==> config.mk <==
export PLATFORM = sky130hd
export DESIGN_NAME = branch_resolve_unit
export DESIGN_NICKNAME = d
export VERILOG_FILES = /design/src/rtl/bru_pkg.sv /design/src/rtl/bru_out_fifo.sv /design/src/rtl/branch_resolve_unit.sv
export SDC_FILE = /design/constraint.sdc
export NUM_CORES = 2
export LEC_CHECK = 0
export ABC_CLOCK_PERIOD_IN_PS = 6900
export CORE_ASPECT_RATIO = 1.4
export CORE_UTILIZATION = 39
export DETAILED_ROUTE_END_ITERATION = 8
export PLACE_DENSITY = 0.69
export SLEW_MARGIN = 10
export SYNTH_ARGS = -nofsm -noshare
export SYNTH_HDL_FRONTEND = slang
export SYNTH_SLANG_ARGS = --single-unit
==> constraint.sdc <==
create_clock -name clk -period 6.9 [get_ports clk]
set_input_delay 0.69 -clock clk [delete_from_list [all_inputs] [get_ports clk]]
set_output_delay 0.69 -clock clk [all_outputs]
set_load 0.02 [all_outputs]
==> src/rtl/bru_pkg.sv <==
// Shared constants, default result record and immediate decoders for the branch resolve unit.
// Immediate helpers return 32-bit sign-extended values; callers widen them to XLEN.
package bru_pkg;

  localparam logic [3:0] FC_JAL  = 4'b0111;
  localparam logic [3:0] FC_JALR = 4'b0101;
  localparam logic [3:0] FC_BR   = 4'b0100;

  localparam logic [2:0] F3_BEQ  = 3'b000;
  localparam logic [2:0] F3_BNE  = 3'b001;
  localparam logic [2:0] F3_BLT  = 3'b100;
  localparam logic [2:0] F3_BGE  = 3'b101;
  localparam logic [2:0] F3_BLTU = 3'b110;
  localparam logic [2:0] F3_BGEU = 3'b111;

  localparam int unsigned BRU_XLEN  = 64;
  localparam int unsigned BRU_SID_W = 5;

  // Result record at the default widths; the top re-declares it at its own parameter widths.
  typedef struct packed {
    logic [BRU_SID_W-1:0] sid;
    logic                 redirect;
    logic [BRU_XLEN-1:0]  redirect_pc;
    logic                 wb_valid;
    logic [4:0]           rd;
    logic [BRU_XLEN-1:0]  wb_value;
    logic                 exc;
  } bru_result_t;

  function automatic logic [31:0] imm_i(input logic [31:0] inst);
    return {{20{inst[31]}}, inst[31:20]};
  endfunction

  function automatic logic [31:0] imm_b(input logic [31:0] inst);
    return {{19{inst[31]}}, inst[31], inst[7], inst[30:25], inst[11:8], 1'b0};
  endfunction

  function automatic logic [31:0] imm_j(input logic [31:0] inst);
    return {{11{inst[31]}}, inst[31], inst[19:12], inst[20], inst[30:21], 1'b0};
  endfunction

endpackage

==> src/rtl/bru_out_fifo.sv <==
// In-order result queue: synchronous FIFO of a result record with occupancy count.
// DEPTH must be a power of two (>= 2) so the pointers wrap naturally.
module bru_out_fifo
  import bru_pkg::*;
#(
  parameter int unsigned DEPTH = 2,
  parameter type         T     = bru_result_t
) (
  input  logic                   clk,
  input  logic                   rst,
  input  logic                   flush_i,
  input  logic                   push_i,
  input  T                       data_i,
  input  logic                   pop_i,
  output T                       head_o,
  output logic                   valid_o,
  output logic [$clog2(DEPTH):0] count_o
);

  localparam int unsigned  PTR_W    = $clog2(DEPTH);
  localparam logic [PTR_W:0] FULL_CNT = (PTR_W + 1)'(DEPTH);

  T                 mem_q [DEPTH];
  logic [PTR_W-1:0] wr_ptr_q;
  logic [PTR_W-1:0] rd_ptr_q;
  logic [PTR_W:0]   count_q;
  logic             do_push;
  logic             do_pop;

  assign do_pop  = pop_i && (count_q != '0);
  assign do_push = push_i && ((count_q != FULL_CNT) || do_pop);

  // NOTE: the storage is reset along with the pointers so the head register reads zero out of reset.
  always_ff @(posedge clk) begin
    if (rst) begin
      wr_ptr_q <= '0;
      rd_ptr_q <= '0;
      count_q  <= '0;
      for (int i = 0; i < int'(DEPTH); i++) begin
        mem_q[i] <= '0;
      end
    end else if (flush_i) begin
      wr_ptr_q <= '0;
      rd_ptr_q <= '0;
      count_q  <= '0;
    end else begin
      if (do_push) begin
        mem_q[wr_ptr_q] <= data_i;
        wr_ptr_q        <= wr_ptr_q + 1'b1;
      end
      if (do_pop) begin
        rd_ptr_q <= rd_ptr_q + 1'b1;
      end
      case ({do_push, do_pop})
        2'b10:   count_q <= count_q + 1'b1;
        2'b01:   count_q <= count_q - 1'b1;
        default: count_q <= count_q;
      endcase
    end
  end

  assign head_o  = mem_q[rd_ptr_q];
  assign valid_o = (count_q != '0);
  assign count_o = count_q;

endmodule

==> src/rtl/branch_resolve_unit.sv <==
// Branch resolve unit: E1 resolves jal/jalr/branch outcome against the prediction; results leave in order.
// Optional feature: define BRU_MISALIGN_EXC_EN to flag taken targets with target[1] set as exceptions.
module branch_resolve_unit
  import bru_pkg::*;
#(
  parameter int unsigned XLEN      = 64,
  parameter int unsigned SID_W     = 5,
  parameter int unsigned OUT_DEPTH = 2
) (
  input  logic             clk,
  input  logic             rst,
  input  logic             flush_i,
  input  logic             in_valid_i,
  output logic             in_ready_o,
  input  logic [XLEN-1:0]  in_pc_i,
  input  logic [31:0]      in_inst_i,
  input  logic [SID_W-1:0] in_sid_i,
  input  logic [XLEN-1:0]  rs1_value_i,
  input  logic [XLEN-1:0]  rs2_value_i,
  input  logic [3:0]       func_code_i,
  input  logic             pred_taken_i,
  input  logic [XLEN-1:0]  pred_pc_i,
  output logic             out_valid_o,
  input  logic             out_ready_i,
  output logic [SID_W-1:0] out_sid_o,
  output logic             out_redirect_o,
  output logic [XLEN-1:0]  out_redirect_pc_o,
  output logic             out_wb_valid_o,
  output logic [4:0]       out_rd_o,
  output logic [XLEN-1:0]  out_wb_value_o,
  output logic             out_exc_o
);

  localparam int unsigned CNT_W = $clog2(OUT_DEPTH) + 1;

  typedef struct packed {
    logic [SID_W-1:0] sid;
    logic             redirect;
    logic [XLEN-1:0]  redirect_pc;
    logic             wb_valid;
    logic [4:0]       rd;
    logic [XLEN-1:0]  wb_value;
    logic             exc;
  } result_t;

  typedef struct packed {
    logic [XLEN-1:0]  pc;
    logic [31:0]      inst;
    logic [SID_W-1:0] sid;
    logic [XLEN-1:0]  rs1;
    logic [XLEN-1:0]  rs2;
    logic [3:0]       fc;
    logic             pred_taken;
    logic [XLEN-1:0]  pred_pc;
  } e1_op_t;

  e1_op_t           e1_q, e1_d;
  logic             e1_valid_q, e1_valid_d;
  logic             accept;
  logic [CNT_W-1:0] fifo_count;
  logic             fifo_valid;
  logic             fifo_pop;
  logic             fifo_push;
  result_t          e1_res;
  result_t          head;

  // Ready depends only on registered occupancy, so backpressure never forms a path from out_ready_i.
  assign in_ready_o = ({1'b0, fifo_count} + {{CNT_W{1'b0}}, e1_valid_q}) < (CNT_W + 1)'(OUT_DEPTH);
  assign accept     = in_valid_i && in_ready_o && !flush_i;

  // NOTE: every field gets a default before the conditional update so no latch is inferred.
  always_comb begin
    e1_valid_d = accept;
    e1_d       = e1_q;
    if (accept) begin
      e1_d.pc         = in_pc_i;
      e1_d.inst       = in_inst_i;
      e1_d.sid        = in_sid_i;
      e1_d.rs1        = rs1_value_i;
      e1_d.rs2        = rs2_value_i;
      e1_d.fc         = func_code_i;
      e1_d.pred_taken = pred_taken_i;
      e1_d.pred_pc    = pred_pc_i;
    end
  end

  // NOTE: state registers use non-blocking assignments so every flop samples pre-edge values.
  always_ff @(posedge clk) begin
    if (rst) begin
      e1_valid_q <= 1'b0;
      e1_q       <= '0;
    end else begin
      e1_valid_q <= e1_valid_d;
      e1_q       <= e1_d;
    end
  end

  logic            is_jal, is_jalr, is_br, is_jump, known_op;
  logic [2:0]      func3;
  logic [4:0]      rd;
  logic [XLEN-1:0] pc_plus4;
  logic [XLEN-1:0] target;
  logic            br_taken;
  logic            actual_taken;
  logic [XLEN-1:0] actual_pc;
  logic            unused_opcode;

  assign is_jal   = (e1_q.fc == FC_JAL);
  assign is_jalr  = (e1_q.fc == FC_JALR);
  assign is_br    = (e1_q.fc == FC_BR);
  assign is_jump  = is_jal || is_jalr;
  assign known_op = is_jump || is_br;
  assign func3    = e1_q.inst[14:12];
  assign rd       = e1_q.inst[11:7];
  assign pc_plus4 = e1_q.pc + XLEN'(4);

  // The opcode field is redundant with func_code, which issue has already decoded.
  assign unused_opcode = ^e1_q.inst[6:0];

  always_comb begin
    if (is_jal) begin
      target = e1_q.pc + XLEN'($signed(imm_j(e1_q.inst)));
    end else if (is_jalr) begin
      target = (e1_q.rs1 + XLEN'($signed(imm_i(e1_q.inst)))) & ~XLEN'(1);
    end else begin
      target = e1_q.pc + XLEN'($signed(imm_b(e1_q.inst)));
    end
  end

  always_comb begin
    case (func3)
      F3_BEQ:  br_taken = (e1_q.rs1 == e1_q.rs2);
      F3_BNE:  br_taken = (e1_q.rs1 != e1_q.rs2);
      F3_BLT:  br_taken = ($signed(e1_q.rs1) <  $signed(e1_q.rs2));
      F3_BGE:  br_taken = ($signed(e1_q.rs1) >= $signed(e1_q.rs2));
      F3_BLTU: br_taken = (e1_q.rs1 <  e1_q.rs2);
      F3_BGEU: br_taken = (e1_q.rs1 >= e1_q.rs2);
      default: br_taken = 1'b0;
    endcase
  end

  assign actual_taken = is_jump || (is_br && br_taken);
  assign actual_pc    = actual_taken ? target : pc_plus4;

  always_comb begin
    e1_res             = '0;
    e1_res.sid         = e1_q.sid;
    e1_res.redirect_pc = actual_pc;
    e1_res.rd          = rd;
    e1_res.wb_value    = pc_plus4;
    e1_res.redirect    = known_op &&
                         ((actual_taken != e1_q.pred_taken) ||
                          (actual_taken && (target != e1_q.pred_pc)));
    e1_res.wb_valid    = is_jump && (rd != 5'd0);
`ifdef BRU_MISALIGN_EXC_EN
    // A taken target off a 4-byte boundary traps instead of refetching or linking.
    if (actual_taken && target[1]) begin
      e1_res.exc      = 1'b1;
      e1_res.redirect = 1'b0;
      e1_res.wb_valid = 1'b0;
    end
`else
    e1_res.exc = 1'b0;
`endif
  end

  assign fifo_push = e1_valid_q && !flush_i;
  assign fifo_pop  = fifo_valid && out_ready_i;

  bru_out_fifo #(
    .DEPTH (OUT_DEPTH),
    .T     (result_t)
  ) u_out_fifo (
    .clk     (clk),
    .rst     (rst),
    .flush_i (flush_i),
    .push_i  (fifo_push),
    .data_i  (e1_res),
    .pop_i   (fifo_pop),
    .head_o  (head),
    .valid_o (fifo_valid),
    .count_o (fifo_count)
  );

  assign out_valid_o       = fifo_valid;
  assign out_sid_o         = head.sid;
  assign out_redirect_o    = head.redirect;
  assign out_redirect_pc_o = head.redirect_pc;
  assign out_wb_valid_o    = head.wb_valid;
  assign out_rd_o          = head.rd;
  assign out_wb_value_o    = head.wb_value;
  assign out_exc_o         = head.exc;

endmodule

# After elaboration in Yosys (flattened, before gate mapping)
# Memory sizes are Yosys's and may differ from the RTL's. A register that Yosys moved wholly into a read port is not among the register bits.
# Index checks and enable logic that the tools add are counted.
# totals
reg_bits	303
ramBits	280
in_bits	303
out_inout_bits	143
elab_cells	80
memories	1
# mem_list
name	depth	width	rd	rd_clocked_by_memory_dff	write_ports	line	text
u_out_fifo.mem_q	2	140	1	1	2	bru_out_fifo.sv:23	T mem_q [DEPTH];
# op_classes
n_addsub	9
magnitude_cmp	5
eq_ne	15
muxes	16
n_reduce_logical	22
# op_table
operator	n
adder 64 bit	3
2-to-1 mux 64 bit	3
2-to-1 mux 140 bit	1
OR reduction 140 bit	1
greater-or-equal comparator 64 bit	2
less-than comparator 64 bit	2
!= test 64 bit	2
adder 64 x 3 -> 64 bit, second input constant	1
== test 64 bit	1
== test 3 bit, second input constant	4
== test 4 x 3 -> 1 bit, second input constant	3
logical AND 1 bit	10
2-to-1 mux 1 bit	10
one-hot mux 1 bit (6 select lines)	1
logical OR 1 bit	5
nonzero test 5 bit	1
one-hot mux 2 bit (2 select lines)	1
nonzero test 2 bit	2
adder 2 x 1 -> 3 bit	1
== test 3 x 1 -> 1 bit, second input constant	1
logical NOT 3 bit	1
less-than comparator 3 x 2 -> 1 bit, second input constant	1
adder 1 bit, second input constant	2
adder 2 x 1 -> 2 bit, second input constant	1
7 further kinds	7

# Longest topological paths before layout
# depth
word_depth	11
depth_mapped	16
ltp_nobuf	16

# Hierarchy
# A second synthesis with hierarchy kept.
# hier_totals
cells_unflattened	4798
hier_area_um2	39889.5
# modules_own_cells
mod	n_inst	cells_each	area_each_um2	seq_area_each_um2
branch_resolve_unit	1	4019	27523.9	5845.6
bru_out_fifo	1	779	12365.6	8568.2

# Worst setup path after synthesis
# OpenSTA, ideal clock, no wires.
# synth_timing
path_kind	reg-to-reg
start	register e1_q[233] (netlist name)
end	memory u_out_fifo.mem_q[1][134] (netlist name), data pin
setup_ns	0.253
arrival_time_ns	5.612
required_time_ns	6.647
path_slack_ns	1.035
stages_incl_launch_ff	16
n_path_buf	1
synth_period_minus_slack_ns	5.865
cell_sequence	dfxtp_1 -> ha_1 -> buf_2 -> a21oi_1 -> o21ai_0 -> a21oi_1 -> a31oi_1 -> o31ai_2 -> o31ai_2 -> xnor2_1 -> a211o_1 -> and2_0 -> or4_1 -> nor4_1 -> and4_1 -> nor2_1
# synth_lines
element	line	text
start: declaration	branch_resolve_unit.sv:57	e1_op_t e1_q, e1_d;
start signal: assignment	branch_resolve_unit.sv:91	e1_q <= '0;
start signal: assignment	branch_resolve_unit.sv:94	e1_q <= e1_d;
end: declaration	bru_out_fifo.sv:23	

==> impl_metrics.yaml <==
outcome:
  status: "finished clean"
detailed_routing:
  vias: 37800
  drtIter0Drc: 3322
  ant_nets: 0
  dr.pass1.iters: 6
  drc: 0
  wl_per_cell_um: 24.1
  viasPerCell: 5.85
  wirelength_mm: 156
critical_path:
  timing.rr.start: "e1_q[233]$_SDFFE_PP0P_"
  timing_worst_setup_path_type: "reg -> reg"
  end_kind: "flop"
  crit_fanout: 41
  crit_path_end: "u_out_fifo.mem_q[1][134]$_SDFFCE_PN0P_"
  cp.arrival_ns: 6.13
  r2r_slack_ns: 1.18
  reg2regPathDepth: 15
  timing.rr.end: "u_out_fifo.mem_q[1][134]$_SDFFCE_PN0P_"
  startpoint: "e1_q[233]$_SDFFE_PP0P_"
  cp-start-kind: "flop"
  worstPathRequired_ns: 7.31
synthesis:
  yosysUniqueCellTypes: 107
  netlist_instances: 4828
  syn_nets: 5336
  synthTopCellsByCount: "nand2_1 (946), a21oi_1 (599), nor2_1 (507)"
  synth-edff-count: 280
  yosys_warnings: 0
  syn_avg_cell_area_um2: 8.08
  synth.most_common_cell: "nand2_1"
  yosys.area.top_type_share: 0.215
  synthesis.area_um2: 39000
  synth.area.top_cells: "edfxtp_1 (22%), dfxtp_1 (15%), nand2_1 (9.1%), a21oi_1 (7.7%), ha_1 (6.5%)"
  ys_seq_elements: 577
  ys_seq_area_frac: 0.368
  synth-async-reset-ratio: 0
  synth_largest_area_cell: "edfxtp_1"
  synthFlopType: "dfxtp_1"
sta:
  maxSlewHeadroom: 0.247
  max_clock_freq_ghz: 0.175
  rsz0062_at_grt: "false"
  finalCriticalPeriod_ns: 5.72
  slew_viol_final: 0
  clock_skew_ns: 0.0197
  finalSetupTns_ns: 0
  tightest_slew_ns: 1.13
  worst_hold_slack_ns: 0.454
  hold_violations: 0
  setup_viol: 0
  fin_crit_sh: 0.829
clocking:
  cts_buffers: 56
  cts_hold_buf: 0
  clkSinkCount: 577
  post_cts_buffers: 0
  ctsResizeCount: 0
  h-tree-depth: 2
  cts_max_path_buffers: 3
  cts_root_buf: "clkbuf_16"
  cts_tree: "yes"
  path_clk_slew_ns: 0.07
  clk_latency_ns: 0.65
power_and_ir_drop:
  total_power_mw: 8.43
  power.leakage_nw: 16.8
  power.density_nw_per_um2: 182
  worst_ir_drop_vdd_mv: 0.175
global_route:
  antenna_found_initial: 5
  grt.overflow.total: 0
  grt_pass1_wl_mm: 228
  grt_usage: 0.296
  grt_max_degree: 183
  grt_pass1_vias: 36400
floorplan:
  initial_core_util: 0.395
  pin_count: 446
  num_rows: 136
  dieArea_um2: 101000
  die_height_um: 376
  coreArea_um2: 98700
  die_width_um: 269
placed_design:
  hpwl_mm: 121
  gp_congestion: 1.06
  numPortBuffers: 437
  placedCellCount: 6352
finish:
  area_growth_pct: 18.8
  drive_above_1_share: 0.0764
  seqCellArea_um2: 14400
  fillers: 9655
  fin_nets: 5607
  final_core_util: 0.470
  fin_cells: 6463
  multi_input_area_um2: 23100
worst_hold_path:
  min_path_type: "reg -> reg"
  holdPathStages: 2
flow_run:
  cap_violations: 0
==> where the power goes <==
| part | switching [mW] | internal, mW | leakage (nW) |
|---|---|---|---|
| logic | 0.913 | 0.588 | 10.6 |
| registers | 0.121 | 3.73 | 5.33 |
| clock network | 1.38 | 1.70 | 0.880 |
| total | 2.41 | 6.02 | 16.8 |
==> flip-flops by register name (all words and copies together), names as in the netlist, named ones only <==
register / cells
e1_q: 291
u_out_fifo.rd_ptr_q: 1
u_out_fifo.count_o: 2
e1_valid_q: 1
u_out_fifo.wr_ptr_q: 1
u_out_fifo.mem_q: 280
==> logic make-up (layout without fill, tap and decap cells) <==
family,Yosys count,count (layout),share of synthesized area
flops,577,577,0.368
other cells,1,7,0.0000961
buf+inv,406,724,0.0429
simple gates,1996,1996,0.226
mux,196,196,0.0552
compound gates,1243,1243,0.195
xor+xnor,204,204,0.0465
fa+ha+maj,205,205,0.0663
==> routing by layer <==
| layer | global-route usage | vias up | share of wire |
|---|---|---|---|
| met5 | 0 | - | 0 |
| met4 | 0.154 | 0 | 0.056 |
| met3 | 0.0310 | 343 | 0.059 |
| met2 | 0.489 | 1436 | 0.47 |
| met1 | 0.381 | 18200 | 0.42 |
| li1 | - | 17800 | - |
==> final cells by class <==
cell class | count | share of cell area
clock buffers | 85 | 0.0348
clock inverters | 20 | 0.00424
flip-flops and latches | 577 | 0.310
repair buffers | 505 | 0.109
inverters | 114 | 0.00923
multi-input cells | 3845 | 0.498
well taps | 1311 | 0.0354
diodes | 6 | 0.000324
==> per-stage QoR <==
step	instance area [um2]	worst slack, ns
floorplan	39000	1.03
global placement	44500	1.34
detailed placement	44500	1.36
CTS	46300	1.34
global route	46400	1.02
finish	46400	1.18
==> worst max-delay path, cell delays in order, from the launching register on <==
cell and delay (ns):
dfxtp_4 0.57, buf_12 0.27, ha_1 0.46, a21oi_1 0.39, o21ai_0 0.32, a21oi_1 0.57
a21oi_1 0.27, a221oi_1 0.50, o21ai_0 0.20, xnor2_1 0.24, a22o_1 0.25, nor4_1 0.38
nand4_1 0.25, nor4_1 0.40, and4_1 0.28, nor2_1 0.05
==> layout by cell type, fill, tap and decap left out, types with 31 or more instances in the layout <==
cell type,count
clkdlybuf4s50_1,436
nor3_1,71
xnor2_1,100
mux2_2,154
nand2_1,945
mux2i_1,42
o211ai_1,36
o21ai_0,196
dfxtp_1,295
and3_1,41
a31oi_1,37
ha_1,202
nor2_1,502
a211oi_1,31
buf_4,56
clkbuf_16,57
edfxtp_1,280
a21oi_1,599
or3_1,33
inv_1,113
and2_1,50
nand4_1,108
nand3_1,84
a21o_1,54
xor2_1,102
==> worst min path at each step <==
stage                           startpoint                     end  slack [ns]
global route         e1_q[74]$_SDFFE_PP0P_   e1_q[74]$_SDFFE_PP0P_        0.47
global placement    e1_q[120]$_SDFFE_PP0P_  e1_q[120]$_SDFFE_PP0P_        0.44
floorplan           e1_q[100]$_SDFFE_PP0P_  e1_q[100]$_SDFFE_PP0P_        0.44
detailed placement  e1_q[122]$_SDFFE_PP0P_  e1_q[122]$_SDFFE_PP0P_        0.45
CTS                 e1_q[128]$_SDFFE_PP0P_  e1_q[128]$_SDFFE_PP0P_        0.46
finish               e1_q[75]$_SDFFE_PP0P_   e1_q[75]$_SDFFE_PP0P_        0.45
(Power assumes the default switching activity.)
